<file path="config.mk">
export PLATFORM = sky130hd
export DESIGN_NAME = row_memory_sequencer_flat
export DESIGN_NICKNAME = d
export VERILOG_FILES = /design/src/rtl/row_memory_sequencer_if.sv /design/src/rtl/row_memory_sequencer.sv /design/src/flat_wrapper.sv
export SDC_FILE = /design/constraint.sdc
export NUM_CORES = 2
export LEC_CHECK = 0
export ABC_AREA = 1
export BUFFER_PORTS_ARGS = -buffer_cell sky130_fd_sc_hd__buf_2
export CELL_PAD_IN_SITES_DETAIL_PLACEMENT = 1
export CELL_PAD_IN_SITES_GLOBAL_PLACEMENT = 1
export CORE_AREA = 2 2 525 527
export CTS_BUF_LIST = sky130_fd_sc_hd__clkbuf_8
export DETAILED_ROUTE_END_ITERATION = 16
export DIE_AREA = 0 0 527 529
export PLACE_DENSITY_LB_ADDON = 0.12
export SYNTH_ARGS = -nofsm -noshare
export SYNTH_HDL_FRONTEND = slang
export SYNTH_SLANG_ARGS = --single-unit
export TNS_END_PERCENT = 10
</file>
<file path="constraint.sdc">
create_clock -name clkDiv -period 122.9 [get_ports clkDiv]
set_input_delay 12.29 -clock clkDiv [delete_from_list [all_inputs] [get_ports clkDiv]]
set_output_delay 12.29 -clock clkDiv [all_outputs]
set_load 0.01 [all_outputs]
</file>
<file path="src/rtl/row_memory_sequencer_if.sv">
// row_memory_sequencer_if
//  Bundles the 16-bit external SRAM port used by the row memory sequencer.
//  master : sequencer side (drives address, write data and the two enables,
//           receives read data)
//  slave  : SRAM side (the mirror image)
//  Signals:
//   memAddr     15  SRAM word address
//   memDataOut  16  write data toward the SRAM
//   memDataIn   16  read data from the SRAM, valid one cycle after the address
//                   was presented with memOe=1
//   memWe        1  write enable, one word per cycle
//   memOe        1  output (read) enable
interface row_memory_sequencer_if;
    logic [14:0] memAddr;
    logic [15:0] memDataOut;
    logic [15:0] memDataIn;
    logic        memWe;
    logic        memOe;

    modport master (
        output memAddr,
        output memDataOut,
        output memWe,
        output memOe,
        input  memDataIn
    );

    modport slave (
        input  memAddr,
        input  memDataOut,
        input  memWe,
        input  memOe,
        output memDataIn
    );
endinterface

</file>
<file path="src/rtl/row_memory_sequencer.sv">
// row_memory_sequencer
//  Once per display row, writes the calculator's 640-bit result back to the
//  SRAM row above the current one, then fetches the row below into readRow and
//  raises `reading`. A rowStart that arrives while a transfer is still running
//  is dropped and flagged on the sticky overrun output.
//  Ports:
//   clkDiv    in   system clock, rising edge
//   rst       in   asynchronous active-high reset
//   rowStart  in   one-cycle strobe at start of horizontal blank
//   row       in   current display row, sampled with rowStart
//   commit    in   1 = perform the write-back phase this row
//   writeRow  in   computed row, snapshotted with rowStart
//   readRow   out  fetched row, stable while reading=1
//   reading   out  fetch complete, cleared by the next accepted rowStart
//   busy      out  transfer in progress
//   overrun   out  sticky: rowStart seen while busy
//   mem       SRAM port (master side)
module row_memory_sequencer (
    input  logic                          clkDiv,
    input  logic                          rst,
    input  logic                          rowStart,
    input  logic [8:0]                    row,
    input  logic                          commit,
    input  logic [639:0]                  writeRow,
    output logic [639:0]                  readRow,
    output logic                          reading,
    output logic                          busy,
    output logic                          overrun,
    row_memory_sequencer_if.master        mem
);
    localparam logic [8:0] LAST_ROW  = 9'd479;
    localparam logic [5:0] LAST_WORD = 6'd39;
    localparam logic [5:0] READ_END  = 6'd40;

    typedef enum logic [1:0] {IDLE = 2'd0, WRITE = 2'd1, READ = 2'd2, DONE = 2'd3} state_t;

    state_t        stateReg, stateNext;
    logic [5:0]    wordReg, wordNext, capIdx;
    logic [14:0]   wrBaseReg, wrBaseNext, rdBaseReg, rdBaseNext;
    logic [639:0]  snapReg, snapNext, readRowReg, readRowNext;
    logic          readingReg, readingNext, busyReg, busyNext, overrunReg, overrunNext;
    logic [14:0]   memAddrReg, memAddrNext;
    logic [15:0]   memDataOutReg, memDataOutNext;
    logic          memWeReg, memWeNext, memOeReg, memOeNext;
    logic [8:0]    wrIdx, rdIdx;
    logic [14:0]   wrIdxW, rdIdxW;
    logic          acceptStart;

    // Neighbouring rows with wrap at both ends of the stored frame.
    assign wrIdx  = (row == 9'd0) ? LAST_ROW : (row - 9'd1);
    assign rdIdx  = (row == LAST_ROW) ? 9'd0 : (row + 9'd1);
    assign wrIdxW = {6'd0, wrIdx};
    assign rdIdxW = {6'd0, rdIdx};

    // busy is still high in the first DONE cycle, so a strobe landing on DONE
    // entry counts as an overrun rather than a new transfer.
    assign acceptStart = rowStart && !busyReg && ((stateReg == IDLE) || (stateReg == DONE));

    // Next-state, datapath and next-cycle SRAM port values.
    always_comb begin
        stateNext   = stateReg;
        wordNext    = wordReg;
        wrBaseNext  = wrBaseReg;
        rdBaseNext  = rdBaseReg;
        snapNext    = snapReg;
        readRowNext = readRowReg;
        readingNext = readingReg;
        busyNext    = busyReg;
        overrunNext = overrunReg | (rowStart & busyReg);
        capIdx      = wordReg - 6'd1;

        case (stateReg)
            IDLE, DONE: begin
                if (stateReg == DONE) begin
                    readingNext = 1'b1;
                    busyNext    = 1'b0;
                end else begin
                    readingNext = readingReg;
                end
                if (acceptStart) begin
                    // idx*40 as two shifts and an add
                    wrBaseNext  = (wrIdxW << 5) + (wrIdxW << 3);
                    rdBaseNext  = (rdIdxW << 5) + (rdIdxW << 3);
                    snapNext    = writeRow;
                    readingNext = 1'b0;
                    busyNext    = 1'b1;
                    wordNext    = 6'd0;
                    stateNext   = commit ? WRITE : READ;
                end else begin
                    stateNext   = stateReg;
                end
            end
            WRITE: begin
                if (wordReg == LAST_WORD) begin
                    wordNext  = 6'd0;
                    stateNext = READ;
                end else begin
                    wordNext  = wordReg + 6'd1;
                end
            end
            READ: begin
                // Data returned this cycle belongs to the address issued last cycle.
                if (wordReg != 6'd0) begin
                    readRowNext[{capIdx, 4'd0} +: 16] = mem.memDataIn;
                end else begin
                    readRowNext = readRowReg;
                end
                if (wordReg == READ_END) begin
                    wordNext  = 6'd0;
                    stateNext = DONE;
                end else begin
                    wordNext  = wordReg + 6'd1;
                end
            end
            default: begin
                stateNext = IDLE;
                wordNext  = 6'd0;
            end
        endcase

        // Port values are registered, so derive them from the upcoming state.
        memWeNext      = 1'b0;
        memOeNext      = 1'b0;
        memAddrNext    = 15'd0;
        memDataOutNext = 16'd0;
        case (stateNext)
            WRITE: begin
                memWeNext      = 1'b1;
                memAddrNext    = wrBaseNext + {9'd0, wordNext};
                memDataOutNext = snapNext[{wordNext, 4'd0} +: 16];
            end
            READ: begin
                // The final READ cycle only collects the last word.
                if (wordNext != READ_END) begin
                    memOeNext   = 1'b1;
                    memAddrNext = rdBaseNext + {9'd0, wordNext};
                end else begin
                    memOeNext   = 1'b0;
                end
            end
            default: begin
                memWeNext = 1'b0;
                memOeNext = 1'b0;
            end
        endcase
    end

    // State and output registers; reset drops the SRAM enables immediately.
    always_ff @(posedge clkDiv or posedge rst) begin
        if (rst) begin
            stateReg      <= IDLE;
            wordReg       <= 6'd0;
            wrBaseReg     <= 15'd0;
            rdBaseReg     <= 15'd0;
            snapReg       <= 640'd0;
            readRowReg    <= 640'd0;
            readingReg    <= 1'b0;
            busyReg       <= 1'b0;
            overrunReg    <= 1'b0;
            memAddrReg    <= 15'd0;
            memDataOutReg <= 16'd0;
            memWeReg      <= 1'b0;
            memOeReg      <= 1'b0;
        end else begin
            stateReg      <= stateNext;
            wordReg       <= wordNext;
            wrBaseReg     <= wrBaseNext;
            rdBaseReg     <= rdBaseNext;
            snapReg       <= snapNext;
            readRowReg    <= readRowNext;
            readingReg    <= readingNext;
            busyReg       <= busyNext;
            overrunReg    <= overrunNext;
            memAddrReg    <= memAddrNext;
            memDataOutReg <= memDataOutNext;
            memWeReg      <= memWeNext;
            memOeReg      <= memOeNext;
        end
    end

    assign readRow        = readRowReg;
    assign reading        = readingReg;
    assign busy           = busyReg;
    assign overrun        = overrunReg;
    assign mem.memAddr    = memAddrReg;
    assign mem.memDataOut = memDataOutReg;
    assign mem.memWe      = memWeReg;
    assign mem.memOe      = memOeReg;
endmodule

</file>
<file path="src/flat_wrapper.sv">
// flat-port wrapper written by rule: the top's interface ports become plain ports
module row_memory_sequencer_flat 
  (clkDiv, rst, rowStart, row, commit, writeRow, readRow, reading, busy, overrun, mem_memAddr, mem_memDataOut, mem_memWe, mem_memOe, mem_memDataIn);
  row_memory_sequencer_if mem_i ();
  input  logic clkDiv;
  input  logic rst;
  input  logic rowStart;
  input  logic [8:0] row;
  input  logic commit;
  input  logic [639:0] writeRow;
  output logic [639:0] readRow;
  output logic reading;
  output logic busy;
  output logic overrun;
  output wire logic [$bits(mem_i.memAddr)-1:0] mem_memAddr;
  output wire logic [$bits(mem_i.memDataOut)-1:0] mem_memDataOut;
  output wire logic [$bits(mem_i.memWe)-1:0] mem_memWe;
  output wire logic [$bits(mem_i.memOe)-1:0] mem_memOe;
  input wire logic [$bits(mem_i.memDataIn)-1:0] mem_memDataIn;
  assign mem_memAddr = mem_i.memAddr;
  assign mem_memDataOut = mem_i.memDataOut;
  assign mem_memWe = mem_i.memWe;
  assign mem_memOe = mem_i.memOe;
  assign mem_i.memDataIn = mem_memDataIn;
  row_memory_sequencer u_core (.clkDiv(clkDiv), .rst(rst), .rowStart(rowStart), .row(row), .commit(commit), .writeRow(writeRow), .readRow(readRow), .reading(reading), .busy(busy), .overrun(overrun), .mem(mem_i));
endmodule
</file>
## Yosys cells after proc, flatten, opt, wreduce, memory -nomap -nowiden

Cells that the tools add are included.

- Output and inout port bits: 676
- Flip-flop bits (word level): 1354
- Logic and storage cells: 75
- Bits of input ports: 669

- Reduce and logical (&&, ||, !) cells: 11
- Bitwise gates (word level): 2
- Add/sub/neg operators: 9
- Muxes and demuxes: 28
- Eq/ne operators: 9
- Shift-type cells: 3

Operator list:

| kind | count |
|---|---|
| $mux 640 | 2 |
| $bwmux 640 | 1 |
| $shift 16x12->640 const A | 1 |
| $shiftx 16x12->640 | 1 |
| $shiftx 640x11->16 | 1 |
| $mux 15 | 5 |
| $add 14x12->15 | 2 |
| $add 15x6->15 | 2 |
| $pmux 15 s2 | 1 |
| $mux 6 | 3 |
| $mux 9 | 2 |
| $pmux 6 s3 | 1 |
| $mux 16 | 1 |
| $eq 6x6->1 const B | 2 |
| $neg 10->12 | 1 |
| $add 9x1->9 const B | 1 |
| $eq 9x9->1 const B | 1 |
| $logic_not 9->1 | 1 |
| $sub 9x1->9 const B | 1 |
| $mux 2 | 4 |
| $mux 1 | 7 |
| $add 6x1->6 const B | 1 |
| $eq 2x2->1 const B | 3 |
| $ne 6x6->1 const B | 1 |
| 13 further kinds | 16 |

## Longest topological paths before layout

- Depth after elaboration: 8
- Depth in mapped cells: 30
- Gate-level depth less buffers: 27

## Worst setup path before layout

OpenSTA, ideal clock, no wires.

- Path type: input port to flip-flop
- From: input rowStart
- To: register u_core.memAddrReg[14], in the netlist u_core.mem.memAddr[14]
- Buffers on the path: 6
- Stages: 24
- Required time: 122.822 ns
- Data arrival time: 15.843 ns
- Slack: 106.979 ns
- Cells stage by stage: nand3_1 -> inv_1 -> buf_2 -> clkbuf_1 -> buf_2 -> buf_1 -> buf_2 -> buf_1 -> nor2_1 -> ha_1 -> nand2_1 -> o21ai_0 -> a21oi_1 -> o21ai_0 -> nand2_1 -> nor2_1 -> nand2_1 -> nor2_1 -> nand2_1 -> nor2_1 -> nand3_1 -> nand2_1 -> nand3_1 -> a21oi_1

- Cells in the longest elaborated chain, start to end: 7
- Elaborated cells on any way between the ends: 17
- Classes of those cells: 2 x add/sub; 3 x eq/ne; 10 x mux; 2 x reduce/logical

RTL lines:

| element | line | source |
|---|---|---|
| start, declared | flat_wrapper.sv:7 | `input logic rowStart;` |
| $logic_and 1x1->1 (2 in a row) | row_memory_sequencer.sv:57 | `assign acceptStart = rowStart && !busyReg && ((stateReg == IDLE) \|\| (stateReg == DONE));` |
| $mux 15 | row_memory_sequencer.sv:80 | `if (acceptStart) begin` |
| $mux 15 | row_memory_sequencer.sv:72 | `case (stateReg)` |
| via u_core.rdBaseNext[2] | row_memory_sequencer.sv:39 | `logic [14:0] wrBaseReg, wrBaseNext, rdBaseReg, rdBaseNext;` |
| $add 15x6->15 | row_memory_sequencer.sv:136 | `memAddrNext = rdBaseNext + {9'd0, wordNext};` |
| $mux 15 | row_memory_sequencer.sv:134 | `if (wordNext != READ_END) begin` |
| $pmux 15 s2 | row_memory_sequencer.sv:126 | `case (stateNext)` |
| via u_core.memAddrNext[14] | row_memory_sequencer.sv:42 | `logic [14:0] memAddrReg, memAddrNext;` |
| end signal, assigned | row_memory_sequencer.sv:174 | `memAddrReg <= memAddrNext;` |
| end, declared | row_memory_sequencer.sv:42 |  |

The timed path passes the listed nets, and every way through them passes these cells.
A chain may end at the register's enable or synchronous reset.

==> flow_summary.ini <==
[yosys]
ys_ff_latch = 1354
synth_top_area_frac = 0.570
synth_area_sq_um = 59400
syn_nets = 7892
synthDominantAreaCellType = dfrtp_1
ys.warnings.count = 0
synthTopCellsByArea = dfrtp_1 (57%), nand2_1 (20%), o21ai_0 (4.8%)
syn_area_per_cell_sq_um = 8.27
syn-instance-count = 7185
yosys.cell_types.count = 56
ys_seq_area_frac = 0.570

[timing]
rsz0062_at_grt = false
worstMarginPinSlew_ns = 1.25
hold_violations = 0
fin_crit_ns = 16.48
whs_ns = 0.465
finalCritPeriodShare = 0.134
timing.fmax_mhz = 60.7
tns_ns = 0
worst_clock_skew_ns = 0.0589
slew_headroom = 0.163
setup_violations = 0
slew_violations = 0

[floorplan]
pin_count = 1345
fp.dieH_um = 529
die_area_sq_um = 279000
core_area_sq_um = 273000
fp.dieW_um = 527
rows = 192
start_util = 0.218

[global_route]
grt_use_total = 0.241
antenna_found_initial = 77
grt_max_degree = 193
grt_pass1_vias = 58500
grt_pass1_wl_um = 477000
globalRouteOverflowTotal = 0

[setup_path]
worstReg2RegEnd = u_core.mem.memDataOut[15]$_DFF_PP0_
critical_path.endpoint_type = asynchronous set/reset pin
reg2reg_depth = 14
critical_path_class = primary input to asynchronous set/reset pin
critPathMostFrequentCell = buf_4
r2r_slack_ns = 115.99
cp-start-kind = primary input
cp_cell_sequence = buf_2 > inv_8 > buf_4 > buf_4 > buf_4 > buf_4 > buf_4 > buf_4
worstPathArrival_ns = 17.42
cp.required_ns = 123.84
cpMaxStageDelayCell = buf_4
cpPeakStageDelay_ns = 0.80
reg2reg_from = u_core.wordReg[0]$_DFF_PP0_
cp_max_fo = 88

[min_path]
hold_end = u_core.readRow[20]$_DFFE_PP0P_
hold_start = u_core.readRow[20]$_DFFE_PP0P_
min_path_type = flop to flop
hold_path_depth = 2

[cts]
cts_buffer_depth = 4
ctsResizeCount = 0
cts_made_buffers = 283
htree_levels = 5
cts_setup_buffers = 0
cts_tree = yes
clk_latency_ns = 0.98
clkSinkCount = 1354
root_buffer = clkbuf_8
clk_pin_slew_ns = 0.06
ctsHoldBuffers = 0

[route]
wl_um = 346000
remaining_drc_errors = 0
drt.antenna.violating_nets = 0
vias_per_cell = 4.58
drtIter0Drc = 3849
vias = 56200
route.top_layer_used = met5
wire_per_inst_um = 28.2
wl_met3_um = 18600
wl_met1_um = 146000
dr.pass1.iters = 7
wl_met2_um = 171000

[layout]
fillCellCount = 32700
syn_to_final_growth_pct = 26.6
multiInputGateArea_sq_um = 22600
seqCellArea_sq_um = 33900
final_util = 0.276
layout.nets = 9184
fin_area_sq_um = 75200
drive_gt1_frac = 0.226

[outcome]
status = complete, no violations

[power]
p_seq_frac = 0.275
power.ir.vdd_worst_mv = 0.0424
p_sw_frac = 0.521
p_sw_mw = 1.24
powerDensity_nw_per_um2 = 31.7
p_comb_frac = 0.525
power_leakage_nw = 38.5
internal_power_mw = 1.14
clkPwrFrac = 0.200

[place]
placed_cell_area_sq_um = 69800
dp_hpwl_um = 261000
routabilityCongestion = 0.849
portBuffers = 1344

[run]
maxCapViolCount = 0
-- worst max-delay path: cells and delay by family --
family                 cells  cell delay, ns
buffers and inverters      8            4.79
-- cells in the final DEF (no fill, tap or decap), drive strengths merged, types with 3 or more instances in the layout --
master / instances
nand2: 3189
buf: 1430
dfrtp: 1354
o21ai: 620
inv: 453
nand3: 436
clkbuf: 338
nor2: 264
o31ai: 102
a21oi: 92
o211ai: 65
or2: 58
mux2: 35
ha: 34
diode: 30
nand4: 28
o41ai: 28
o21a: 25
clkinv: 22
nor3: 17
clkinvlp: 15
xor2: 7
a31oi: 6
o21bai: 4
nand3b: 4
o2111ai: 4
a32o: 4
fa: 4
o22ai: 3
o221ai: 3
-- stage by stage --
step	power, mW	cells	setup slack [ns]
2_1_floorplan	1.33	7185	72.44
3_3_place_gp	1.93	11800	105.11
3_5_place_dp	1.94	11800	105.06
4_1_cts	2.43	12300	106.11
5_1_grt	2.55	12300	105.74
6_report	2.38	12300	106.42
-- cells by family (layout without fill, tap and decap cells) --
group / after synthesis / after routing / share of synthesized area
and+or+nand+nor: 3997 / 3997 / 0.268
DFF: 1354 / 1354 / 0.570
AOI/OAI and AO/OA: 970 / 970 / 0.0938
buffers and inverters: 780 / 2260 / 0.0510
adders and majority gates: 38 / 38 / 0.00851
muxes: 37 / 37 / 0.00697
xor gates and xnor gates: 9 / 9 / 0.00164
other: 0 / 30 / 0
-- flip-flops by register name (all words and copies together) (netlist names) --
| register | count |
|---|---|
| u_core.wordReg | 6 |
| u_core.mem.memAddr | 15 |
| u_core.reading | 1 |
| u_core.mem.memDataOut | 16 |
| u_core.overrun | 1 |
| u_core.mem.memOe | 1 |
| u_core.readRow | 640 |
| u_core.snapReg | 640 |
| u_core.stateReg | 2 |
| u_core.rdBaseReg | 15 |
| u_core.wrBaseReg | 15 |
| u_core.mem.memWe | 1 |
| u_core.busy | 1 |
-- layout make-up --
cell class	count	share of cell area
clock buffers	338	0.0618
clock inverters	135	0.00958
diodes	30	0.000998
flip-flops and latches	1354	0.450
inverters	357	0.0182
repair buffers	1430	0.0990
multi-input cells	5051	0.300
well taps	3589	0.0597
-- cells in the mapped netlist (all sizes together) --
master,instances
o21ai,620
a2111oi,1
xnor2,2
a21boi,2
nand3b,4
o21a,25
mux2i,2
clkinv,4
o41ai,28
clkbuf,315
o22ai,3
a22oi,2
dfrtp,1354
a32oi,1
a32o,4
a21o,2
buf,108
nor2,264
inv,353
or2,58
nand2,3189
xor2,7
o31ai,102
mux2,35
o21bai,4
o211ai,65
nor4,1
nor3,17
a211oi,2
o221ai,3
a31o,1
o2111ai,4
a31oi,6
a221oi,2
a21oi,92
nand4,28
o32ai,1
fa,4
nand3,436
ha,34
-- worst max-delay path by stage --
stage,depth (start not counted),to,slack (ns),from
6_report,8,u_core.snapReg[603]$_DFF_PP0_,106.42,rst
5_1_grt,8,u_core.snapReg[247]$_DFF_PP0_,105.74,rst
4_1_cts,8,u_core.snapReg[603]$_DFF_PP0_,106.11,rst
3_5_place_dp,8,u_core.snapReg[349]$_DFF_PP0_,105.06,rst
3_3_place_gp,8,u_core.snapReg[364]$_DFF_PP0_,105.11,rst
2_1_floorplan,1,u_core.busy$_DFFE_PP0P_,72.44,rst
-- power by group through the flow --
| stage | combinational, mW | sequential [mW] | clock, mW |
|---|---|---|---|
| after floorplan | 0.672 | 0.662 | 0 |
| after global placement | 1.27 | 0.660 | 0 |
| after detailed placement | 1.28 | 0.661 | 0 |
| after CTS | 1.28 | 0.655 | 0.493 |
| after global routing | 1.37 | 0.668 | 0.512 |
| final | 1.25 | 0.655 | 0.476 |
-- routing by layer --
metal / global-route usage / vias up
met2: 0.418 / 1730
met1: 0.299 / 28300
li1: - / 25600
met4: 0.0759 / 26
met3: 0.0480 / 484
met5: 0 / -
Note: power is estimated with default switching activity, not from simulation.
